[src/rtl/grad_mux_pkg.sv]
// Shared types and helpers for the gradient MUX valve sequencer.
package grad_mux_pkg;

  typedef enum logic [2:0] {
    IDLE,
    CLOSE,
    OPEN,
    FINISH,
    ABORT_CLOSE
  } state_t;

  localparam int   CHAN_W       = 2;
  localparam int   NUM_CHAN     = 4;
  localparam logic VALVE_CLOSED = 1'b1;

  // Returns {vb1_f, vb1_t, vb0_f, vb0_t}; a 0 vents that valve so the path flows.
  function automatic logic [3:0] chan_to_valves(input logic [CHAN_W-1:0] chan);
    return {chan[1], ~chan[1], chan[0], ~chan[0]};
  endfunction

endpackage

[src/rtl/grad_mux_valve_seq_valve_timer.sv]
// Loadable down-counter; expire is high on the last cycle of a loaded interval.
module valve_timer #(
  parameter int W = 16
) (
  input  logic         clk,
  input  logic         rst,
  input  logic         load,
  input  logic [W-1:0] load_val,
  output logic         expire
);

  logic [W-1:0] cnt;

  always_ff @(posedge clk) begin
    if (rst)              cnt <= '0;
    else if (load)        cnt <= load_val;
    else if (cnt != '0)   cnt <= cnt - 1'b1;
  end

  assign expire = (cnt == W'(1));

endmodule

[src/rtl/grad_mux_valve_seq.sv]
// Break-before-make sequencer for the 4-outlet gradient MUX control lines.
module grad_mux_valve_seq
  import grad_mux_pkg::*;
#(
  parameter int SETTLE_CYC = 16,
  parameter int DWELL_W    = 16
) (
  input  logic               clk,
  input  logic               rst,
  input  logic               cmd_valid,
  output logic               cmd_ready,
  input  logic [CHAN_W-1:0]  cmd_chan,
  input  logic               cmd_scan,
  input  logic [DWELL_W-1:0] cmd_dwell,
  input  logic               abort,
  output logic               busy,
  output logic               done,
  output logic               aborted,
  output logic [CHAN_W-1:0]  cur_chan,
  output logic               chan_open,
  output logic               vb0_t,
  output logic               vb0_f,
  output logic               vb1_t,
  output logic               vb1_f
);

  localparam int SW = $clog2(SETTLE_CYC + 1);

  state_t              state, state_n;
  logic [CHAN_W-1:0]   chan, chan_n;
  logic [DWELL_W-1:0]  dwell;
  logic [2:0]          visits;
  logic [3:0]          valves;
  logic                aborted_q;
  logic                accept;
  logic                settle_load, settle_exp;
  logic                dwell_load, dwell_exp;
  logic [DWELL_W-1:0]  dwell_eff;

  assign cmd_ready = (state == IDLE) && !rst;
  assign accept    = cmd_valid && cmd_ready;

  always_ff @(posedge clk) begin
    if (rst) state <= IDLE;
    else     state <= state_n;
  end

  always_comb begin
    state_n = state;
    chan_n  = chan;
    case (state)
      IDLE:        if (accept) state_n = CLOSE;
      CLOSE:       if (abort) state_n = ABORT_CLOSE;
                   else if (settle_exp) state_n = OPEN;
      // abort is checked first so it beats a coincident dwell expiry
      OPEN:        if (abort) state_n = ABORT_CLOSE;
                   else if (dwell_exp) begin
                     if (visits == 3'd1) state_n = FINISH;
                     else begin
                       chan_n  = chan + 1'b1;
                       state_n = CLOSE;
                     end
                   end
      FINISH:      state_n = IDLE;
      ABORT_CLOSE: if (settle_exp) state_n = IDLE;
      default:     state_n = IDLE;
    endcase
    if (accept) chan_n = cmd_chan;
  end

  always_ff @(posedge clk) begin
    if (rst) begin
      chan      <= '0;
      dwell     <= '0;
      visits    <= '0;
      valves    <= {4{VALVE_CLOSED}};
      aborted_q <= 1'b0;
    end else begin
      chan <= chan_n;
      if (accept) begin
        dwell  <= cmd_dwell;
        visits <= cmd_scan ? 3'd4 : 3'd1;
      end else if (state == OPEN && dwell_exp && !abort) begin
        visits <= visits - 1'b1;
      end
      // Valves are registered from the next state so they change with the state itself.
      valves    <= (state_n == OPEN) ? chan_to_valves(chan_n) : {4{VALVE_CLOSED}};
      aborted_q <= (state == ABORT_CLOSE) && settle_exp;
    end
  end

  assign settle_load = (state_n != state) && (state_n == CLOSE || state_n == ABORT_CLOSE);
  assign dwell_load  = (state_n == OPEN) && (state != OPEN);
  assign dwell_eff   = (dwell == '0) ? DWELL_W'(1) : dwell;

  valve_timer #(.W(SW)) u_settle (
    .clk      (clk),
    .rst      (rst),
    .load     (settle_load),
    .load_val (SW'(SETTLE_CYC)),
    .expire   (settle_exp)
  );

  valve_timer #(.W(DWELL_W)) u_dwell (
    .clk      (clk),
    .rst      (rst),
    .load     (dwell_load),
    .load_val (dwell_eff),
    .expire   (dwell_exp)
  );

  assign busy      = (state != IDLE);
  assign done      = (state == FINISH);
  assign aborted   = aborted_q;
  assign cur_chan  = chan;
  assign chan_open = (state == OPEN);
  assign vb0_t     = valves[0];
  assign vb0_f     = valves[1];
  assign vb1_t     = valves[2];
  assign vb1_f     = valves[3];

endmodule
[config.mk]
export PLATFORM = sky130hd
export DESIGN_NAME = grad_mux_valve_seq
export DESIGN_NICKNAME = d
export VERILOG_FILES = /design/src/rtl/grad_mux_pkg.sv /design/src/rtl/grad_mux_valve_seq_valve_timer.sv /design/src/rtl/grad_mux_valve_seq.sv
export SDC_FILE = /design/constraint.sdc
export NUM_CORES = 1
export LEC_CHECK = 0
export ABC_AREA = 1
export BUFFER_PORTS_ARGS = -buffer_cell sky130_fd_sc_hd__buf_2
export CORE_ASPECT_RATIO = 0.75
export CORE_MARGIN = 4
export CORE_UTILIZATION = 43
export DETAILED_ROUTE_END_ITERATION = 16
export PLACE_DENSITY_LB_ADDON = 0.2
export SYNTH_ARGS = -nofsm -noshare
export SYNTH_HDL_FRONTEND = slang
export SYNTH_SLANG_ARGS = --single-unit
[constraint.sdc]
create_clock -name clk -period 1.7 [get_ports clk]
set_input_delay 0.085 -clock clk [delete_from_list [all_inputs] [get_ports clk]]
set_output_delay 0.085 -clock clk [all_outputs]
set_load 0.01 [all_outputs]
==> impl_table.tex, run 1 <==
\begin{tabular}{lr}
\hline
Metric & Value \\
\hline
\multicolumn{2}{l}{\textbf{Logic synthesis}} \\
\quad Synthesized area & 0.00263 mm² \\
\quad Number of instances in the synthesized netlist & 346 \\
\quad Ys async rst share & 0\% \\
\quad Warnings, synthesis & 0 \\
\quad Total nets after synthesis & 377 \\
\quad Most numerous cell types in the synthesized netlist & 78 x nand2\_1, 50 x dfxtp\_1, 32 x inv\_1 \\
\quad Number of unique standard cell types used by synthesis & 40 \\
\quad Seq cells post-synth & 50 \\
\quad Yosys top cell by area & dfxtp\_1 \\
\quad Average footprint of a synthesized cell & 7.60 µm² \\
\quad Most used flip-flop cell after synthesis & dfxtp\_1 \\
\quad Cells taking the most area after synthesis & dfxtp\_1 38\%, nand2\_1 11\%, a21oi\_1 4.6\%, inv\_1 4.6\%, nand3\_1 4.4\% \\
\quad Count of flip-flops with a built-in enable after synthesis & 0 \\
\quad Seq/Total Area, Yosys & 38.0\% \\
\quad Most numerous cell in the Yosys netlist & nand2\_1 \\
\quad Top-area cell type share of the netlist area & 38.0\% \\
\multicolumn{2}{l}{\textbf{Timing}} \\
\quad FMAX & 0.628 GHz \\
\quad Total Negative Setup Slacks & 0 ns \\
\quad Number of failing hold endpoints at the final stage & 0 \\
\quad Worst-margin pin slew & 0.290 ns \\
\quad Worst-case headroom to the max-slew limit & 80.5\% \\
\quad Setup repair after global routing missed its margin & yes \\
\quad Final worst-path setup slack & 0.109 ns \\
\quad Crit share post-route & 93.6\% \\
\quad Final slew viol count & 0 \\
\quad Post-route clock skew & 0.00421 ns \\
\quad Endpoints failing setup & 0 \\
\quad Final Critical Period & 1.59 ns \\
\quad Hold\_ws & 0.0530 ns \\
\multicolumn{2}{l}{\textbf{Detailed routing}} \\
\quad Via count of the routed design & 2,255 \\
\quad Drt pass-1 iters & 5 \\
\quad Total routed wirelength & 6070 µm \\
\quad Remaining antenna violation count & 0 \\
\quad Detail-routed via count per cell & 4.80 \\
\quad Routed wire per std cell & 12.9 µm \\
\quad Residual DRC & 0 \\
\quad Iteration-0 DRC count of the detailed router & 136 \\
\multicolumn{2}{l}{\textbf{Setup path}} \\
\quad Endpoint kind of the worst setup timing path & flop \\
\quad Critical path launch point type & flop \\
\quad Cells along the critical path & inv\_2 > ha\_2 > nand3\_2 > nor2\_4 > nand2\_2 > xnor2\_2 > a21boi\_1 > nor3\_1 \\
\quad Critical Setup Path Class & flop to flop \\
\quad Critical path's largest stage delay & 0.36 ns \\
\quad Worst-path maximum fanout & 5 \\
\quad Highest-delay cell along the critical path & dfxtp\_2 \\
\quad Critical path data arrival time & 1.80 ns \\
\quad Data required time of the critical path & 1.90 ns \\
\multicolumn{2}{l}{\textbf{CTS}} \\
\quad Clock input transition at the sequential cells of the worst setup and hold paths & 0.09 ns \\
\quad Level count of the clock H-tree & 2 \\
\quad Root buffer cell & clkbuf\_8 \\
\quad CTS sink cnt & 50 \\
\quad Clk buf depth & 2 \\
\quad Clock Latency Late Sink & 0.30 ns \\
\quad Clock buffer count from CTS & 5 \\
\quad Clock tree from TritonCTS & yes \\
\multicolumn{2}{l}{\textbf{Flow run}} \\
\quad Max-cap viol count & 0 \\
\multicolumn{2}{l}{\textbf{Power and ir drop}} \\
\quad Proportion of power drawn by the clock network & 15.7\% \\
\quad Internal power component & 2.49 mW \\
\quad NetSw & 1.84 mW \\
\quad Power per cell area & 1400 mW/mm² \\
\quad Leakage & 1.44 nW \\
\quad Logic pwr share & 47.0\% \\
\quad Sequential fraction of design power & 37.3\% \\
\quad Largest vdd supply drop & 0.411 mV \\
\quad Share of total power consumed by net switching & 42.6\% \\
\multicolumn{2}{l}{\textbf{Final layout}} \\
\quad Filler-free cell count of the finished design & 470 \\
\quad Proportion of layout cells with a drive suffix above 1 & 26.8\% \\
\quad Final net count & 423 \\
\quad Antenna diodes & 0 \\
\quad Synth-to-Final Area Change & 17.6\% \\
\multicolumn{2}{l}{\textbf{Global route}} \\
\quad Vias in the first global route & 2,123 \\
\quad Initial antenna violation count & 0 \\
\quad Overall fraction of global-route tracks in use & 17.0\% \\
\quad Maximum number of pins on one net before global-route repair & 24 \\
\quad Remaining Overflow, GRT & 0 \\
\quad Wire length of the first global-routing pass & 10,000 µm \\
\multicolumn{2}{l}{\textbf{Placement}} \\
\quad Sum of net half-perimeters after detailed placement & 4490 µm \\
\quad Setup slack after placement & 0.0397 ns \\
\quad Routability congestion estimate from global placement & 0.895 \\
\quad I/O Buffers & 33 \\
\quad Placed cell count & 452 \\
\multicolumn{2}{l}{\textbf{Floorplan}} \\
\quad Std cell rows & 24 \\
\quad Count of pins on the block boundary & 34 \\
\quad Effective utilization at floorplan & 44.7\% \\
\quad Placeable core region & 0.00589 mm² \\
\quad Horizontal die dimension & 98.3 µm \\
\quad Floorplan die height & 75.7 µm \\
\quad Overall die area & 0.00745 mm² \\
\multicolumn{2}{l}{\textbf{Outcome}} \\
\quad Outcome & finished clean \\
\multicolumn{2}{l}{\textbf{Hold path}} \\
\quad Min-delay worst type & input port to flop \\
\hline
\end{tabular}
[routing by layer]
metal  track usage, %  part of all wire [%]  wire (µm)  vias to the layer above
met2             25.4                    42       2550                       46
li1                 -                     -          -                     1213
met3             3.02                   4.6        278                        7
met5                0                     0          0                        -
met1             24.8                    52       3170                      989
met4             6.21                   1.3         77                        0
[logic make-up (layout without fill, tap and decap cells)]
family / after synthesis / after routing / synth area share, %
AOI/OAI and AO/OA: 50 / 50 / 11.0
adders and majority gates: 8 / 8 / 3.80
buffers and inverters: 47 / 93 / 7.70
and+or+nand+nor: 178 / 178 / 35.1
DFF: 50 / 50 / 38.0
xor gates and xnor gates: 13 / 13 / 4.33
[worst max-delay path: cells and delay by family, from the launching register on]
kind / cells / cell delay (ns)
AND/OR/NAND/NOR: 4 / 0.56
flip-flops: 1 / 0.36
adder cells (fa/ha/maj): 1 / 0.23
XOR/XNOR: 1 / 0.17
buffers and inverters: 1 / 0.11
AO/OA/AOI/OAI: 1 / 0.08
[per-stage QoR]
stage	area, µm²	util [%]	total power, mW
after CTS	3030	51.5	4.28
after global routing	3100	52.6	4.70
final	3100	52.6	4.33
after floorplan	2630	-	3.20
after global placement	2870	48.7	3.55
after detailed placement	2870	48.7	3.56
[power groups by stage]
stage / Combinational [mW] / Sequential (mW) / Clock [mW]
after floorplan: 1.63 / 1.57 / 0
after global placement: 1.93 / 1.62 / 0
after detailed placement: 1.94 / 1.62 / 0
after CTS: 1.98 / 1.60 / 0.705
after global routing: 2.32 / 1.64 / 0.741
final: 2.03 / 1.61 / 0.682
[layout make-up]
| cell class | count | area (µm²) |
|---|---|---|
| multi-input cells | 249 | 1460 |
| repair buffers | 48 | 298 |
| well taps | 78 | 97.6 |
| clock buffers | 5 | 68.8 |
| clock inverters | 2 | 13.8 |
| fillers | 598 | 2790 |
| inverters | 38 | 153 |
| flip-flops and latches | 50 | 1000 |
[placed cells by master, fill, tap and decap left out, types with 10 or more instances in the layout]
cell type,count
nand2_1,77
dfxtp_1,47
buf_2,33
inv_1,29
nor2_1,25
a21oi_1,24
nand3_1,23
nand2_2,11
o21ai_0,10
xor2_1,10
[flip-flops by register name, summed over array words and instances (netlist names)]
name,count
u_settle.cnt,5
cur_chan,2
state,3
visits,3
valves,4
dwell,16
aborted,1
u_dwell.cnt,16
[final timing paths]
kind,depth (start not counted),slack [ns],startpoint,to
min,3,0.05,cmd_dwell[0],dwell[0]
max reg2reg,8,0.11,u_dwell.cnt[0],u_dwell.cnt[8]
min reg2reg,2,0.48,dwell[14],dwell[14]
max,8,0.11,u_dwell.cnt[0],u_dwell.cnt[8]
[timing repair]
item	in CTS	in global routing
buffers inserted	0	3
hold buffers	8	0
gates resized for setup	1	19
endpoints found under the hold margin	8	0
pin swaps	0	1
endpoints found under the setup margin	1	21
(Power assumes the default switching activity.)
==> inputs of run 2 (changes only) <==
--- a/config.mk
+++ b/config.mk
@@ -14,4 +14,5 @@
 export PLACE_DENSITY_LB_ADDON = 0.2
 export SYNTH_ARGS = -nofsm -noshare
 export SYNTH_HDL_FRONTEND = slang
+export SYNTH_HIERARCHICAL = 1
 export SYNTH_SLANG_ARGS = --single-unit
==> impl_table.tex, run 2 <==
\begin{tabular}{lr}
\hline
Metric & Value \\
\hline
\multicolumn{2}{l}{\textbf{Logic synthesis}} \\
\quad Complex-gate fraction of the synthesized area & 9.64\% \\
\quad Largest family of logic cells by synthesized area & simple AND/OR/NAND/NOR gates \\
\quad Yosys top cell by area & dfxtp\_1 \\
\quad Ys async rst share & 0\% \\
\quad Simple-gate share of the synthesized area & 39.4\% \\
\quad Synthesized-area fraction occupied by adder cells & 2.62\% \\
\quad Most numerous cell in the Yosys netlist & nand2\_1 \\
\quad Seq cells post-synth & 50 \\
\quad Most numerous cell types in the synthesized netlist & 100 x nand2\_1, 53 x inv\_1, 50 x dfxtp\_1 \\
\quad Cells taking the most area after synthesis & dfxtp\_1 35\%, nand2\_1 13\%, inv\_1 6.9\%, nor2\_1 5.6\%, nand3\_1 4.9\% \\
\quad Synthesized area & 0.00287 mm² \\
\quad Top-area cell type share of the netlist area & 34.9\% \\
\quad Number of instances in the synthesized netlist & 423 \\
\quad Count of flip-flops with a built-in enable after synthesis & 0 \\
\quad Most used flip-flop cell after synthesis & dfxtp\_1 \\
\quad Post-synthesis mux area share & 0\% \\
\quad Average footprint of a synthesized cell & 6.78 µm² \\
\quad Seq/Total Area, Yosys & 34.9\% \\
\quad Number of unique standard cell types used by synthesis & 36 \\
\quad Warnings, synthesis & 6 \\
\quad Synth Area in XOR/XNOR & 1.83\% \\
\multicolumn{2}{l}{\textbf{Setup path}} \\
\quad Flop2flop setup slack & -0.26 ns \\
\quad Endpoint kind of the worst setup timing path & flop \\
\quad Worst-path maximum fanout & 7 \\
\quad Startpoint of the worst register-to-register path & u\_dwell/cnt[13] \\
\quad Critical Setup Path Class & flop to flop \\
\quad Endpoint of the lowest-slack register-to-register path & u\_settle/cnt[3] \\
\quad Data required time of the critical path & 1.91 ns \\
\quad Critical path data arrival time & 2.17 ns \\
\quad Worst r2r path cells & 17 \\
\quad Critical path launch point type & flop \\
\quad Launching instance or port of the critical path & u\_dwell/cnt[13] \\
\multicolumn{2}{l}{\textbf{Hold path}} \\
\quad Hold Path End & dwell[15] \\
\quad Beginning of the worst hold path & cmd\_dwell[15] \\
\quad Number of instances on the worst hold path & 3 \\
\quad Min-delay worst type & input port to flop \\
\multicolumn{2}{l}{\textbf{Final layout}} \\
\quad Commonest cells after routing, fill and taps aside & 83 x nand2\_1, 60 x buf\_4, 46 x inv\_1 \\
\quad Final net count & 544 \\
\quad Antenna diodes & 0 \\
\quad Synth-to-Final Area Change & 38.8\% \\
\quad Leading cell type in the layout, fill and taps excluded & nand2\_1 \\
\quad Proportion of layout cells with a drive suffix above 1 & 39.0\% \\
\quad Registers with the highest flip-flop counts & dwell (16), u\_dwell/cnt (16), u\_settle/cnt (5) \\
\quad Filler-free cell count of the finished design & 597 \\
\multicolumn{2}{l}{\textbf{Detailed routing}} \\
\quad Remaining antenna violation count & 0 \\
\quad Routed wire per std cell & 13.2 µm \\
\quad Via count of the routed design & 2,922 \\
\quad Detail-routed via count per cell & 4.89 \\
\quad Iteration-0 DRC count of the detailed router & 121 \\
\quad Drt pass-1 iters & 5 \\
\quad Residual DRC & 0 \\
\quad Total routed wirelength & 7910 µm \\
\multicolumn{2}{l}{\textbf{CTS}} \\
\quad Level count of the clock H-tree & 2 \\
\quad Clock input transition at the sequential cells of the worst setup and hold paths & 0.09 ns \\
\quad CTS sink cnt & 50 \\
\quad Clk buf depth & 2 \\
\quad Clock buffer count from CTS & 5 \\
\quad Clock Latency Late Sink & 0.31 ns \\
\quad Clock tree from TritonCTS & yes \\
\quad Root buffer cell & clkbuf\_8 \\
\multicolumn{2}{l}{\textbf{Placement}} \\
\quad Sum of net half-perimeters after detailed placement & 5680 µm \\
\quad I/O Buffers & 33 \\
\quad Placed cell count & 572 \\
\quad Routability congestion estimate from global placement & 0.870 \\
\quad Setup slack after placement & -0.244 ns \\
\multicolumn{2}{l}{\textbf{Global route}} \\
\quad Wire length of the first global-routing pass & 13,300 µm \\
\quad Initial antenna violation count & 0 \\
\quad Maximum number of pins on one net before global-route repair & 21 \\
\quad Remaining Overflow, GRT & 0 \\
\quad Vias in the first global route & 2,835 \\
\quad Overall fraction of global-route tracks in use & 20.6\% \\
\multicolumn{2}{l}{\textbf{Timing}} \\
\quad Endpoints failing setup & 23 \\
\quad Final worst-path setup slack & -0.263 ns \\
\quad Final Critical Period & 1.96 ns \\
\quad FMAX & 0.509 GHz \\
\quad Number of failing hold endpoints at the final stage & 0 \\
\quad Setup repair after global routing missed its margin & yes \\
\quad Post-route clock skew & 0.00886 ns \\
\quad Crit share post-route & 115\% \\
\quad Final slew viol count & 0 \\
\multicolumn{2}{l}{\textbf{Floorplan}} \\
\quad Horizontal die dimension & 102 µm \\
\quad Overall die area & 0.00806 mm² \\
\quad Count of pins on the block boundary & 34 \\
\quad Placeable core region & 0.00638 mm² \\
\quad Std cell rows & 25 \\
\quad Floorplan die height & 78.7 µm \\
\quad Effective utilization at floorplan & 45.0\% \\
\multicolumn{2}{l}{\textbf{Outcome}} \\
\quad Outcome & complete, but fails checks \\
\quad Violated checks & setup timing \\
\multicolumn{2}{l}{\textbf{Flow run}} \\
\quad Max-cap viol count & 0 \\
\multicolumn{2}{l}{\textbf{Power and ir drop}} \\
\quad Leakage & 1.92 nW \\
\quad Power per cell area & 1290 mW/mm² \\
\quad Largest vdd supply drop & 0.679 mV \\
\hline
\end{tabular}
-- run 2: cell types whose count changed after synthesis, sizes merged, moves of 4 or more --
cell    delta
clkbuf    +12
inv       +19
nand2     +21
nand4      +6
nor2      +14
o21ai     +10
or2        +5
xor2       -4
-- run 2: final cells by class --
cell class              count  area [µm²]
fillers                   591        2400
inverters                  57         229
multi-input cells         295        1770
clock inverters             3        21.3
clock buffers               5        68.8
well taps                  81         101
repair buffers            106         786
flip-flops and latches     50        1010
-- run 2: repair_timing --
action,in CTS,in global routing
gates cloned,0,1
pin swaps,31,21
endpoints found under the hold margin,6,0
endpoints found under the setup margin,26,30
hold buffers,6,0
resized for setup,29,40
setup buffers,10,7
-- run 2: critical path: stages, from the launching register on --
cell,delay [ns]
dfxtp_2,0.34
nor2_4,0.11
nand2_2,0.07
inv_2,0.08
nand3_2,0.09
nor3_4,0.17
nand2_2,0.09
inv_2,0.08
nand2_4,0.08
nand2_4,0.07
o21ai_2,0.06
nand3_1,0.08
nand2_1,0.06
inv_2,0.11
inv_4,0.07
or2_0,0.19
nand3_1,0.07
nor2_1,0.05
-- run 2: metal layers --
layer	vias to the layer above	wire length [µm]	track usage, %
met2	62	3530	32.0
met3	8	409	3.69
met1	1346	3880	29.7
met5	-	0	0
met4	0	87	4.46
li1	1506	-	-
-- run 2: through the flow --
| stage | util [%] | cell area (µm²) | hold slack, ns | power (mW) | TNS, ns |
|---|---|---|---|---|---|
| after global routing | 62.4 | 3980 | 0.0733 | 5.55 | -7.93 |
| final | 62.4 | 3980 | 0.0562 | 5.13 | -4.21 |
| after floorplan | - | 2930 | 0.195 | 3.19 | -0.663 |
| after CTS | 60.0 | 3830 | 0.0508 | 4.91 | -1.23 |
| after global placement | 55.0 | 3510 | 0.279 | 3.97 | -2.45 |
| after detailed placement | 55.0 | 3510 | 0.285 | 4.01 | -3.40 |
-- run 2: where the power goes --
group	total (mW)	switching (mW)	internal, mW
clock	0.703	0.413	0.290
sequential	1.52	0.142	1.37
combinational	2.91	1.65	1.26
-- run 2: worst max path at each step --
stage / end / depth (start not counted)
3_5_place_dp: u_settle/cnt[3] / 17
3_3_place_gp: u_settle/cnt[3] / 17
2_1_floorplan: u_dwell/cnt[14] / 15
4_1_cts: u_settle/cnt[3] / 17
6_report: u_settle/cnt[3] / 17
5_1_grt: u_settle/cnt[3] / 17
-- run 2: cell families (layout without fill, tap and decap cells) --
family,count (synthesis),in the layout
AO/OA/AOI/OAI,53,53
XOR/XNOR,6,6
adder cells (fa/ha/maj),6,6
buffers and inverters,81,171
flip-flops,50,50
other,2,5
AND/OR/NAND/NOR,225,225
